[config.mk]
export PLATFORM = sky130hd
export DESIGN_NAME = rr_slice_arbiter
export DESIGN_NICKNAME = d
export VERILOG_FILES = /design/src/rtl/rr_arb_pkg.sv /design/src/rtl/rr_pick.sv /design/src/rtl/rr_slice_arbiter.sv
export SDC_FILE = /design/constraint.sdc
export NUM_CORES = 1
export LEC_CHECK = 0
export CAP_MARGIN = 40
export CORE_MARGIN = 5
export CORE_UTILIZATION = 25
export DETAILED_ROUTE_END_ITERATION = 8
export SYNTH_ARGS = -nofsm -noshare
export SYNTH_HDL_FRONTEND = slang
export SYNTH_SLANG_ARGS = --single-unit
[constraint.sdc]
create_clock -name clk -period 4 [get_ports clk]
set_clock_uncertainty 0.1 [all_clocks]
set_input_delay 0.6 -clock clk [delete_from_list [all_inputs] [get_ports clk]]
set_output_delay 0.6 -clock clk [all_outputs]
set_load 0.005 [all_outputs]
[src/rtl/rr_arb_pkg.sv]
// rr_arb_pkg -- shared types and helpers for the round-robin slice arbiter.
//
// Contents:
//   arb_state_e   : two-state arbiter FSM encoding (IDLE / GRANT)
//   MAX_REQ       : widest requester vector the helpers accept
//   onehot_to_id  : index of the set bit in a one-hot (or zero) vector
package rr_arb_pkg;

  typedef enum logic [0:0] {
    ST_IDLE  = 1'b0,
    ST_GRANT = 1'b1
  } arb_state_e;

  localparam int MAX_REQ = 16;

  // Converts a one-hot vector to the index of its set bit. A zero vector
  // yields 0, which is exactly what grant_id must show while nothing is
  // granted, so callers need no special case for the idle state.
  function automatic int onehot_to_id(input logic [MAX_REQ-1:0] oh);
    int id;
    id = 0;
    for (int i = 0; i < MAX_REQ; i++) begin
      if (oh[i]) begin
        id = i;
      end
    end
    return id;
  endfunction

endpackage

[src/rtl/rr_pick.sv]
// rr_pick -- combinational rotate-and-priority search.
//
// Starting at position ptr and ascending (wrapping from N_REQ-1 to 0), finds
// the first asserted bit of req.
//
// Ports:
//   req   [N_REQ-1:0]         in  : request vector
//   ptr   [$clog2(N_REQ)-1:0] in  : position where the search begins
//   found                     out : at least one request bit is set
//   index [$clog2(N_REQ)-1:0] out : first requester found (0 when !found)
module rr_pick #(
  parameter int N_REQ = 4
) (
  input  logic [N_REQ-1:0]         req,
  input  logic [$clog2(N_REQ)-1:0] ptr,
  output logic                     found,
  output logic [$clog2(N_REQ)-1:0] index
);

  localparam int ID_W = $clog2(N_REQ);

  logic [ID_W-1:0] pos_s;

  // Walk the rotated positions from farthest to nearest so the nearest hit,
  // written last, is the one that survives.
  always_comb begin
    found = 1'b0;
    index = {ID_W{1'b0}};
    pos_s = {ID_W{1'b0}};
    for (int i = N_REQ - 1; i >= 0; i--) begin
      pos_s = ID_W'((int'(ptr) + i) % N_REQ);
      if (req[pos_s]) begin
        found = 1'b1;
        index = pos_s;
      end else begin
        found = found;
        index = index;
      end
    end
  end

endmodule

[src/rtl/rr_slice_arbiter.sv]
// rr_slice_arbiter -- round-robin arbiter with a bounded grant length.
//
// One requester owns the grant at a time. The owner keeps it while its req
// stays high, up to SLICE_CYCLES cycles; the grant then moves to the next
// requester in rotating order (or back to the owner if nobody else waits).
//
// Parameters:
//   N_REQ        : number of requesters (2..16)
//   SLICE_CYCLES : maximum grant length in clk cycles (>= 1)
//   CNT_W        : slice counter width, 2**CNT_W > SLICE_CYCLES
//
// Ports:
//   clk                        in  : rising-edge clock
//   reset                      in  : synchronous, active-high reset
//   req           [N_REQ-1:0]  in  : level request per requester
//   grant         [N_REQ-1:0]  out : registered grant, one-hot or zero
//   grant_valid                out : grant is non-zero
//   grant_id      [clog2-1:0]  out : index of the granted requester, else 0
//   slice_expired              out : one-cycle pulse when a grant ends by
//                                    slice timeout with its req still high
module rr_slice_arbiter
  import rr_arb_pkg::*;
#(
  parameter int N_REQ        = 4,
  parameter int SLICE_CYCLES = 150000000,
  parameter int CNT_W        = 32
) (
  input  logic                     clk,
  input  logic                     reset,
  input  logic [N_REQ-1:0]         req,
  output logic [N_REQ-1:0]         grant,
  output logic                     grant_valid,
  output logic [$clog2(N_REQ)-1:0] grant_id,
  output logic                     slice_expired
);

  localparam int ID_W = $clog2(N_REQ);

  localparam logic [CNT_W-1:0] CNT_ZERO = {CNT_W{1'b0}};
  localparam logic [CNT_W-1:0] CNT_ONE  = CNT_W'(1);
  localparam logic [CNT_W-1:0] CNT_LAST = CNT_W'(SLICE_CYCLES - 1);
  localparam logic [CNT_W-1:0] CNT_MAX  = {CNT_W{1'b1}};
  localparam logic [ID_W-1:0]  ID_ZERO  = {ID_W{1'b0}};
  localparam logic [ID_W-1:0]  ID_ONE   = ID_W'(1);
  localparam logic [ID_W-1:0]  ID_LAST  = ID_W'(N_REQ - 1);
  localparam logic [N_REQ-1:0] ONE_HOT0 = N_REQ'(1);

  // Registered state. grant_id_r doubles as the owner index in GRANT.
  arb_state_e        state_r;
  logic [ID_W-1:0]   ptr_r;
  logic [CNT_W-1:0]  cnt_r;
  logic [N_REQ-1:0]  grant_r;
  logic              grant_valid_r;
  logic [ID_W-1:0]   grant_id_r;

  // Next-state values.
  arb_state_e        state_nxt_s;
  logic [ID_W-1:0]   ptr_nxt_s;
  logic [CNT_W-1:0]  cnt_nxt_s;
  logic [N_REQ-1:0]  grant_nxt_s;
  logic              grant_valid_nxt_s;
  logic [ID_W-1:0]   grant_id_nxt_s;

  // Release decode and search.
  logic              owner_req_s;
  logic              timeout_s;
  logic              release_s;
  logic              expire_s;
  logic [ID_W-1:0]   rel_ptr_s;
  logic [ID_W-1:0]   pick_ptr_s;
  logic              pick_found_s;
  logic [ID_W-1:0]   pick_idx_s;
  logic [N_REQ-1:0]  pick_oh_s;
  logic [MAX_REQ-1:0] grant_ext_s;

  // Release decode: the owner either drops its request or uses up its slice.
  // An owner that drops req on its last slice cycle counts as an early
  // release, so expire_s also requires the owner's req to be high.
  always_comb begin
    owner_req_s = req[grant_id_r];
    timeout_s   = (cnt_r == CNT_LAST);
    if (state_r == ST_GRANT) begin
      release_s = (~owner_req_s) | timeout_s;
      expire_s  = owner_req_s & timeout_s;
    end else begin
      release_s = 1'b0;
      expire_s  = 1'b0;
    end
  end

  // Pointer after a release: one past the owner, wrapping at N_REQ-1.
  always_comb begin
    if (grant_id_r == ID_LAST) begin
      rel_ptr_s = ID_ZERO;
    end else begin
      rel_ptr_s = grant_id_r + ID_ONE;
    end
  end

  // On a release the search must already use the advanced pointer so the
  // hand-over happens without an idle cycle.
  always_comb begin
    if (release_s) begin
      pick_ptr_s = rel_ptr_s;
    end else begin
      pick_ptr_s = ptr_r;
    end
  end

  rr_pick #(
    .N_REQ (N_REQ)
  ) u_pick (
    .req   (req),
    .ptr   (pick_ptr_s),
    .found (pick_found_s),
    .index (pick_idx_s)
  );

  // One-hot form of the search result.
  always_comb begin
    pick_oh_s = ONE_HOT0 << pick_idx_s;
  end

  // FSM next state, grant selection and slice counter.
  always_comb begin
    state_nxt_s = state_r;
    ptr_nxt_s   = ptr_r;
    cnt_nxt_s   = cnt_r;
    grant_nxt_s = grant_r;
    case (state_r)
      ST_IDLE: begin
        cnt_nxt_s = CNT_ZERO;
        if (pick_found_s) begin
          state_nxt_s = ST_GRANT;
          grant_nxt_s = pick_oh_s;
        end else begin
          state_nxt_s = ST_IDLE;
          grant_nxt_s = {N_REQ{1'b0}};
        end
      end
      ST_GRANT: begin
        if (release_s) begin
          ptr_nxt_s = rel_ptr_s;
          cnt_nxt_s = CNT_ZERO;
          if (pick_found_s) begin
            // Also covers a lone owner being re-granted after timeout.
            state_nxt_s = ST_GRANT;
            grant_nxt_s = pick_oh_s;
          end else begin
            state_nxt_s = ST_IDLE;
            grant_nxt_s = {N_REQ{1'b0}};
          end
        end else begin
          state_nxt_s = ST_GRANT;
          grant_nxt_s = grant_r;
          // Saturate rather than wrap; in practice timeout fires first.
          if (cnt_r == CNT_MAX) begin
            cnt_nxt_s = cnt_r;
          end else begin
            cnt_nxt_s = cnt_r + CNT_ONE;
          end
        end
      end
      default: begin
        state_nxt_s = ST_IDLE;
        ptr_nxt_s   = ID_ZERO;
        cnt_nxt_s   = CNT_ZERO;
        grant_nxt_s = {N_REQ{1'b0}};
      end
    endcase
  end

  // Derived output values, computed from the next grant so they register
  // together with it.
  always_comb begin
    grant_ext_s              = {MAX_REQ{1'b0}};
    grant_ext_s[N_REQ-1:0]   = grant_nxt_s;
    grant_valid_nxt_s        = |grant_nxt_s;
    grant_id_nxt_s           = ID_W'(onehot_to_id(grant_ext_s));
  end

  // State and output registers with synchronous reset.
  always_ff @(posedge clk) begin
    if (reset) begin
      state_r       <= ST_IDLE;
      ptr_r         <= ID_ZERO;
      cnt_r         <= CNT_ZERO;
      grant_r       <= {N_REQ{1'b0}};
      grant_valid_r <= 1'b0;
      grant_id_r    <= ID_ZERO;
    end else begin
      state_r       <= state_nxt_s;
      ptr_r         <= ptr_nxt_s;
      cnt_r         <= cnt_nxt_s;
      grant_r       <= grant_nxt_s;
      grant_valid_r <= grant_valid_nxt_s;
      grant_id_r    <= grant_id_nxt_s;
    end
  end

  assign grant       = grant_r;
  assign grant_valid = grant_valid_r;
  assign grant_id    = grant_id_r;

  // The pulse belongs to the final slice cycle itself, so it is decoded from
  // registered state and the live owner req; it is held low during reset.
  assign slice_expired = expire_s & ~reset;

endmodule

After elaboration in Yosys (flattened, before gate mapping)
Index checks and enable logic that the tools add are counted.
{"block": "word_totals", "reg_bits": 42, "inputBits": 6, "out_inout_bits": 8, "elab_cells": 62}
{"block": "op_classes", "n_addsub": 5, "n_lt_le_gt_ge": 5, "n_eq_ne": 4, "shifts": 1, "muxes": 34, "bitwise_logic": 6, "n_reduce_logical": 1}
{"op": "$mux W32", "count": 2}
{"op": "$pmux W32 S2", "count": 1}
{"op": "$add A32 B1 Y32 const B", "count": 1}
{"op": "$eq A32 B28 Y1 const B", "count": 1}
{"op": "$eq A32 B32 Y1 const B", "count": 1}
{"op": "$mux W2", "count": 8}
{"op": "$lt A2 B3 Y1 const B", "count": 5}
{"op": "$mux W1", "count": 14}
{"op": "$bmux W1 S2", "count": 5}
{"op": "$mux W4", "count": 2}
{"op": "$pmux W4 S2", "count": 1}
{"op": "$add A2 B1 Y2 const B", "count": 2}
{"op": "$add A2 B2 Y2 const B", "count": 2}
{"op": "$reduce_or A4 Y1", "count": 1}
{"op": "$shl A1 B2 Y4 const A", "count": 1}
{"op": "$ne A3 B3 Y1 const B", "count": 1}
{"op": "$not A1 Y1", "count": 3}
{"op": "$and A1 B1 Y1", "count": 2}
{"op": "$eq A2 B2 Y1 const B", "count": 1}
{"op": "$pmux W1 S2", "count": 1}
{"op": "$or A1 B1 Y1", "count": 1}

Depth between registers and ports, before layout
Gate-level depths: netlist of the first run.
{"block": "depth", "depth_word": 20, "mapped_depth": 11, "depth_no_buf": 8}

Cells and area by module
A second synthesis of the first run with hierarchy kept.
{"block": "hier_totals", "cells_unflattened": 274, "area_unflattened_um2": 2218.4}
{"mod": "rr_slice_arbiter", "instances": 1, "cells_per_inst": 261, "area_each_um2": 2140.8, "seq_area_each_um2": 840.8}
{"mod": "rr_pick", "instances": 1, "cells_per_inst": 13, "area_each_um2": 77.6, "seq_area_each_um2": 0.0}

Worst setup path after synthesis of the first run
OpenSTA, ideal clock, no wires.
{"block": "synth_timing", "path_kind": "input to register", "startpoint": "in req[3]", "endpoint": "reg grant_id_r[1] (netlist: grant_id[1])", "setup_ns": 0.091, "arrival_time_ns": 2.425, "t_required_ns": 3.809, "setup_slack_ns": 1.384, "path_stages": 8, "n_path_buf": 0, "path_cell_list": "mux4_2 -> nor2b_1 -> a41o_4 -> mux2_4 -> a21o_1 -> a211oi_2 -> nand2_1 -> a311oi_1"}
{"block": "synth_between", "elab_chain_len": 19, "elab_cells_between_ends": 31, "cone_classes": "add/sub: 3; shift: 1; mux: 25; bitwise: 2"}
{"item": "start, declared", "line_no": "rr_slice_arbiter.sv:30", "text": "input logic [N_REQ-1:0] req,"}
{"item": "$bmux W1 S2", "line_no": "rr_slice_arbiter.sv:80", "text": "owner_req_s = req[grant_id_r];"}
{"item": "$mux W1 (implied by the code)", "line_no": "rr_slice_arbiter.sv:80"}
{"item": "$not A1 Y1", "line_no": "rr_slice_arbiter.sv:83", "text": "release_s = (~owner_req_s) | timeout_s;"}
{"item": "$or A1 B1 Y1", "line_no": "rr_slice_arbiter.sv:83"}
{"item": "$mux W1", "line_no": "rr_slice_arbiter.sv:82", "text": "if (state_r == ST_GRANT) begin"}
{"item": "$mux W2", "line_no": "rr_slice_arbiter.sv:103", "text": "if (release_s) begin"}
{"item": "$add A2 B2 Y2", "line_no": "rr_pick.sv:31", "text": "pos_s = ID_W'((int'(ptr) + i) % N_REQ);"}
{"item": "$bmux W1 S2", "line_no": "rr_pick.sv:32", "text": "if (req[pos_s]) begin"}
{"item": "$mux W1 (implied by the code)", "line_no": "rr_pick.sv:32"}
{"item": "$mux W2 (4 in series)", "line_no": "rr_pick.sv:32"}
{"item": "$shl A1 B2 Y4", "line_no": "rr_slice_arbiter.sv:121", "text": "pick_oh_s = ONE_HOT0 << pick_idx_s;"}
{"item": "$mux W4", "line_no": "rr_slice_arbiter.sv:133, rr_slice_arbiter.sv:145"}
{"item": "$mux W4", "line_no": "rr_slice_arbiter.sv:142", "text": "if (release_s) begin"}
{"item": "$pmux W4 S2 (*)", "line_no": "rr_slice_arbiter.sv:130", "text": "case (state_r)"}
{"item": "$mux W2", "line_no": "rr_arb_pkg.sv:23", "text": "if (oh[i]) begin"}
{"item": "$mux W2 (*)", "line_no": "rr_arb_pkg.sv:23"}
{"item": "end signal, assigned", "line_no": "rr_slice_arbiter.sv:197", "text": "grant_id_r <= grant_id_nxt_s;"}
{"item": "end, declared", "line_no": "rr_slice_arbiter.sv:54", "text": "logic [ID_W-1:0] grant_id_r;"}
Every way passes the cells marked *; elsewhere a longest branch is shown, timed or not. The select of a mux whose other input is x is not followed.
A chain may end at the register's enable or synchronous reset.

Final worst setup path of the first run
{"block": "layout_timing", "startpoint": "in req[0]", "endpoint": "out slice_expired"}
{"block": "layout_between", "elab_chain_len": 5}
{"item": "$bmux W1 S2", "line_no": "rr_slice_arbiter.sv:80"}
{"item": "$mux W1 (implied by the code)", "line_no": "rr_slice_arbiter.sv:80"}
{"item": "$and A1 B1 Y1", "line_no": "rr_slice_arbiter.sv:84", "text": "expire_s = owner_req_s & timeout_s;"}
{"item": "$mux W1", "line_no": "rr_slice_arbiter.sv:82"}
{"item": "$and A1 B1 Y1", "line_no": "rr_slice_arbiter.sv:207", "text": "assign slice_expired = expire_s & ~reset;"}
{"item": "end, declared", "line_no": "rr_slice_arbiter.sv:34", "text": "output logic slice_expired"}
No other way between the ends. The select of a mux whose other input is x is not followed.

==> results.yml, run 1 <==
clock_tree:
  numCtsBuffers: 5
  cts.repair.resized: 0
  cts_setup_buffers: 0
  postCtsHoldBufs: 0
  tritoncts: "built"
  clock_sinks: 42
  clk_pin_slew_ps: 80
  cts_max_path_buffers: 2
  h-tree-depth: 2
  cts.root.buffer_cell: "clkbuf_8"
  clk_latency_ps: 300
die:
  die_w_um: 103
  core_um2: 8590
  die_area_um2: 10600
  pin_count: 14
  row_count: 34
  start_util: 0.252
  die_h_um: 103
logic_synthesis:
  syn-instance-count: 252
  yosysWarnings: 0
  synth_ff_type: "dfxtp_1"
  synth_edf_count: 0
  ys_ff_latch: 42
  syn_avg_cell_area_um2: 8.61
  synth_fp_nets: 260
  ys_seq_area_frac: 0.388
  post_synth_instance_area_um2: 2170
  ys_types: 52
  async_flop_share: 0
finish:
  fill_cells: 941
  finalNonFillerCells: 373
  final_common_cell: "nor2_1"
  final_cell_mix: "44 x nor2_1, 42 x dfxtp_1, 22 x nand2_1"
  areaGrowthSynthToFinish_pct: 14.6
  post-route-util: 0.289
  drive_gt1_frac: 0.0792
  final_area_um2: 2490
  diodes: 0
  nNetsFinal: 272
detailed_routing:
  drtPass1Iterations: 4
  routed_via_density: 4.90
  wl_per_cell_um: 13.2
  dr.first_iter.drc_count: 139
  num_vias: 1827
  ant_nets: 0
  drc_errors: 0
  drt_wl_total_um: 4930
critical_path:
  cp_data_required_time_ps: 3300
  cp.arrival_ps: 2500
  path_cells: "clkdlybuf4s50_1 -> mux4_2 -> nand2_1 -> nor4_1 -> clkdlybuf4s50_1"
  r2r-end: "grant_id[1]$_SDFF_PP0_"
  end_kind: "primary output"
  r2r_slack_ps: 1140
  reg2reg_depth: 8
  critPathBufInv: 2
  slowest_delay_ps: 620
  start_kind: "primary input"
  path_class: "in2out"
  worst_path_max_delay_cell: "clkdlybuf4s50_1"
  crit_top_cell: "clkdlybuf4s50_1"
  reg2reg_from: "cnt_r[27]$_SDFFE_PP0P_"
  cp_max_fo: 8
  cp_top_family: "buffers and inverters"
global_route:
  grt_pass1_wl_um: 8560
  grt_max_degree: 32
  grt_overflow: 0
  gr-usage-all-layers: 0.101
  grt_pass1_vias: 1763
  antenna_found_initial: 0
pwr:
  swShare: 0.260
  p_int_mw: 0.625
  p_leak_nw: 0.794
  p_sw_mw: 0.220
  combPwrFrac: 0.134
  p_per_area_nw_per_um2: 339
  peakVddDrop_uv: 117
  seqPwrFrac: 0.524
  clockPowerShare: 0.342
sta:
  finalCritPeriodShare: 0.801
  slew_violations: 0
  setup_viol: 0
  tightestPinTransition_ps: 764
  rsz0062_at_grt: "false"
  slew_headroom: 0.486
  max_freq_mhz: 312
  period_minus_slack_ps: 3200
  fin_tns_setup_ps: 0
  hold_viol: 0
  timing.final.ws_setup_ps: 796
placement:
  place_inst: 365
  dp_hpwl_um: 3590
  io_buffers: 13
  dpl_cell_area_um2: 2400
  gp_congestion: 0.857
  pre_cts_ws_ps: 643
outcome:
  outcome: "finished clean"
min_path:
  hold_end: "grant[0]$_SDFF_PP0_"
  holdPathStages: 2
  hp-class: "reg2reg"
  hold_start: "grant[0]$_SDFF_PP0_"
job:
  maxCapViolations: 0
state kept, by name, summed over array words and instances (netlist names):
register,flops
grant_id,2
grant_valid,1
state_r,1
cnt_r,32
ptr_r,2
grant,4
final cells by class:
cell class / instances / area [um2] / share of cell area
tap: 108 / 135 / 0.0543
multi-input combinational: 199 / 1270 / 0.513
sequential: 42 / 841 / 0.338
inverter: 2 / 7.51 / 0.00302
clock inverter: 1 / 5.00 / 0.00201
timing repair buffer: 14 / 138 / 0.0553
clock buffer: 7 / 86.3 / 0.0347
power groups by stage:
stage / registers (mW) / logic (mW) / clock network (mW)
after global placement: 0.453 / 0.112 / 0
after detailed placement: 0.453 / 0.114 / 0
final: 0.442 / 0.113 / 0.289
after floorplan: 0.450 / 0.0736 / 0
after global routing: 0.445 / 0.127 / 0.313
after CTS: 0.443 / 0.115 / 0.296
through the flow:
| stage | hold WS, ps | power (mW) |
|---|---|---|
| 4_1_cts | 413 | 0.854 |
| 3_5_place_dp | 401 | 0.567 |
| 6_report | 395 | 0.844 |
| 2_1_floorplan | 362 | 0.524 |
| 5_1_grt | 420 | 0.885 |
| 3_3_place_gp | 382 | 0.565 |
cell families after synthesis:
kind of cell | count (synthesis) | share of synthesized area
multiplexers | 5 | 0.0329
AND/OR/NAND/NOR | 135 | 0.333
XOR/XNOR | 26 | 0.105
adder cells (fa/ha/maj) | 2 | 0.0115
buffers and inverters | 11 | 0.0248
AO/OA/AOI/OAI | 31 | 0.105
flip-flops | 42 | 0.388
worst max path at each step:
stage,from,endpoint,slack (ps),depth (start not counted)
after CTS,req[0],slice_expired,720,5
after floorplan,req[3],grant_id[1]$_SDFF_PP0_,1380,8
after global routing,req[0],slice_expired,690,5
after detailed placement,req[0],grant_id[0]$_SDFF_PP0_,640,9
after global placement,req[0],grant_id[0]$_SDFF_PP0_,710,9
final,req[0],slice_expired,800,5
synthesized netlist by cell type (2+ instances only):
cell,number,area (um2)
nor2b_1,2,12.5
xor2_1,13,114
and2_1,4,25.0
a311oi_1,2,17.5
a21o_1,2,15.0
and3_4,2,22.5
nor3b_1,2,15.0
nor3_1,2,10.0
nand2b_1,2,12.5
o21ai_0,5,25.0
nor4b_1,2,17.5
nor4_1,7,43.8
clkbuf_1,6,22.5
nor2_1,44,165
or3_1,3,18.8
xnor2_1,13,114
nand2_1,22,82.6
nand3_1,12,60.1
and3_1,7,43.8
ha_1,2,25.0
nand4_1,12,75.1
dfxtp_1,42,841
and4_1,5,43.8
inv_1,2,7.51
mux2i_1,2,20.0
a31oi_1,4,25.0
a21oi_1,6,30.0
layer usage:
layer	vias to the layer above	global-route usage	part of all wire
met5	-	0	0
met4	0	0.0398	0.017
met3	6	0.0217	0.034
met2	37	0.158	0.47
met1	856	0.134	0.48
li1	928	-	-
worst reg2reg max path: stages, from the launching register on:
cell and delay, ps:
dfxtp_1 390, nor4b_1 540, and3_1 270, a41o_4 270
mux2_4 330, a21o_1 210, a211oi_2 280, nand2_1 80
a311oi_1 290
(Power assumes the default switching activity.)
==> inputs of run 2 (changes only) <==
==> constraint.sdc (replaced) <==
create_clock -name clk -period 2.6 [get_ports clk]
set_clock_uncertainty 0.1 [all_clocks]
set_input_delay 0.39 -clock clk [delete_from_list [all_inputs] [get_ports clk]]
set_output_delay 0.39 -clock clk [all_outputs]
set_load 0.005 [all_outputs]
==> results.yml, run 2 (synthesized netlist as in run 1, its figures left out) <==
pwr:
  p_per_area_nw_per_um2: 487
  peakVddDrop_uv: 314
  power_mw: 1.45
  p_leak_nw: 1.10
finish:
  largest_reg_flops: 32
  post-route-util: 0.347
  nNetsFinal: 320
  final_common_cell: "buf_4"
  final_cell_mix: "48 x buf_4, 44 x nor2_1, 40 x dfxtp_1"
  diodes: 0
  top_register: "cnt_r"
  areaGrowthSynthToFinish_pct: 37.4
  final_area_um2: 2980
  finalNonFillerCells: 420
  drive_gt1_frac: 0.260
critical_path:
  cp_max_fo: 3
  reg2reg_from: "cnt_r[9]$_SDFFE_PP0P_"
  slowest_delay_ps: 360
  cp_top_family: "compound AO/OA/AOI/OAI gates"
  path_class: "reg2reg"
  cp_data_required_time_ps: 2730
  critPathBufInv: 2
  end_kind: "register"
  reg2reg_depth: 10
  cp.arrival_ps: 2690
  r2r-end: "grant[2]$_SDFF_PP0_"
  r2r_slack_ps: 40
  path_cells: "nor4b_4 -> and4_4 -> buf_6 -> a41o_4 -> mux2_4 -> a21o_1 -> a211oi_2 -> buf_4 -> nand3_2 -> a21oi_2"
  start_kind: "register"
  worst_path_max_delay_cell: "dfxtp_4"
sta:
  setup_viol: 0
  max_freq_mhz: 391
  slew_violations: 0
  timing.final.ws_setup_ps: 41.8
  rsz0062_at_grt: "true"
  finalCritPeriodShare: 0.984
  period_minus_slack_ps: 2560
  slew_headroom: 0.711
  hold_viol: 0
  tightestPinTransition_ps: 429
detailed_routing:
  ant_nets: 0
  wl_per_cell_um: 13.0
  drc_errors: 0
  drtPass1Iterations: 4
  drt_wl_total_um: 5450
  routed_via_density: 4.87
  num_vias: 2044
  dr.first_iter.drc_count: 110
min_path:
  hold_start: "grant[0]$_SDFF_PP0_"
  holdPathStages: 2
  hold_end: "grant[0]$_SDFF_PP0_"
  hp-class: "reg2reg"
placement:
  io_buffers: 13
  pre_cts_ws_ps: -356
  gp_congestion: 0.857
  dpl_cell_area_um2: 2710
  dp_hpwl_um: 3980
  place_inst: 407
die:
  start_util: 0.252
  core_um2: 8590
  row_count: 34
  pin_count: 14
  die_w_um: 103
  die_h_um: 103
  die_area_um2: 10600
clock_tree:
  postCtsHoldBufs: 0
  numCtsBuffers: 5
  tritoncts: "built"
  cts.root.buffer_cell: "clkbuf_8"
  clock_sinks: 42
  clk_latency_ps: 290
  cts_max_path_buffers: 2
  clk_pin_slew_ps: 80
  h-tree-depth: 2
outcome:
  outcome: "finished clean"
global_route:
  grt_overflow: 0
  antenna_found_initial: 0
  grt_max_degree: 18
  grt_pass1_vias: 1930
  gr-usage-all-layers: 0.106
  grt_pass1_wl_um: 8990
job:
  maxCapViolations: 0
==> run 2: report_power, final <==
group	total, mW	internal (mW)	switching [mW]
sequential	0.678	0.660	0.0179
combinational	0.245	0.131	0.114
clock	0.529	0.307	0.222
==> run 2: per-stage QoR <==
stage | hold slack [ps] | TNS (ps)
3_5_place_dp | 385 | -2510
4_1_cts | 397 | 0
3_3_place_gp | 383 | -2020
5_1_grt | 440 | -207
2_1_floorplan | 362 | 0
6_report | 392 | 0
==> run 2: cell type report <==
| type | instances | area [um2] |
|---|---|---|
| Sequential cell | 42 | 848 |
| Tap cell | 108 | 135 |
| Timing Repair Buffer | 62 | 510 |
| Multi-Input combinational cell | 199 | 1370 |
| Fill cell | 900 | 5610 |
| Inverter | 2 | 7.51 |
| Clock buffer | 6 | 82.6 |
| Clock inverter | 1 | 30.0 |
==> run 2: layer usage <==
metal / up-vias / routed length [um] / share of wire / global-route usage
met5: - / 0 / 0 / 0
met4: 0 / 158 / 0.029 / 0.0528
met3: 9 / 162 / 0.030 / 0.0203
met2: 38 / 2610 / 0.48 / 0.168
met1: 970 / 2520 / 0.46 / 0.137
li1: 1027 / - / - / -
==> run 2: worst max-delay path by stage <==
| stage | from | cells past startpoint | endpoint | slack, ps |
|---|---|---|---|---|
| final | cnt_r[9]$_SDFFE_PP0P_ | 10 | grant[2]$_SDFF_PP0_ | 40 |
| after global routing | cnt_r[9]$_SDFFE_PP0P_ | 10 | grant[2]$_SDFF_PP0_ | -60 |
| after CTS | cnt_r[9]$_SDFFE_PP0P_ | 10 | grant[2]$_SDFF_PP0_ | 2 |
| after detailed placement | req[3] | 10 | grant[2]$_SDFF_PP0_ | -360 |
| after global placement | req[1] | 7 | slice_expired | -270 |
| after floorplan | grant_id[0]$_SDFF_PP0_ | 8 | grant_id[1]$_SDFF_PP0_ | 140 |
==> run 2: worst reg2reg max path, stage by stage (launching register included) <==
cell	delay (ps)
dfxtp_4	360
nor4b_4	280
and4_4	270
buf_6	100
a41o_4	220
mux2_4	320
a21o_1	190
a211oi_2	270
buf_4	160
nand3_2	70
a21oi_2	150
==> run 2: repair_timing <==
item                       in CTS  in global routing
setup buffers                   2                  5
setup endpoints to repair       5                  6
pin swaps                       5                  8
hold endpoints to repair        0                  0
gates resized for setup         7                 20
==> inputs of run 3 (changes only) <==
--- a/config.mk
+++ b/config.mk
@@ -9,6 +9,7 @@
 export CORE_MARGIN = 5
 export CORE_UTILIZATION = 25
 export DETAILED_ROUTE_END_ITERATION = 8
+export HOLD_SLACK_MARGIN = 0.02
 export SYNTH_ARGS = -nofsm -noshare
 export SYNTH_HDL_FRONTEND = slang
 export SYNTH_SLANG_ARGS = --single-unit
==> results of run 3 <==
Final layout, timing and power as in run 2 (identical DEF).
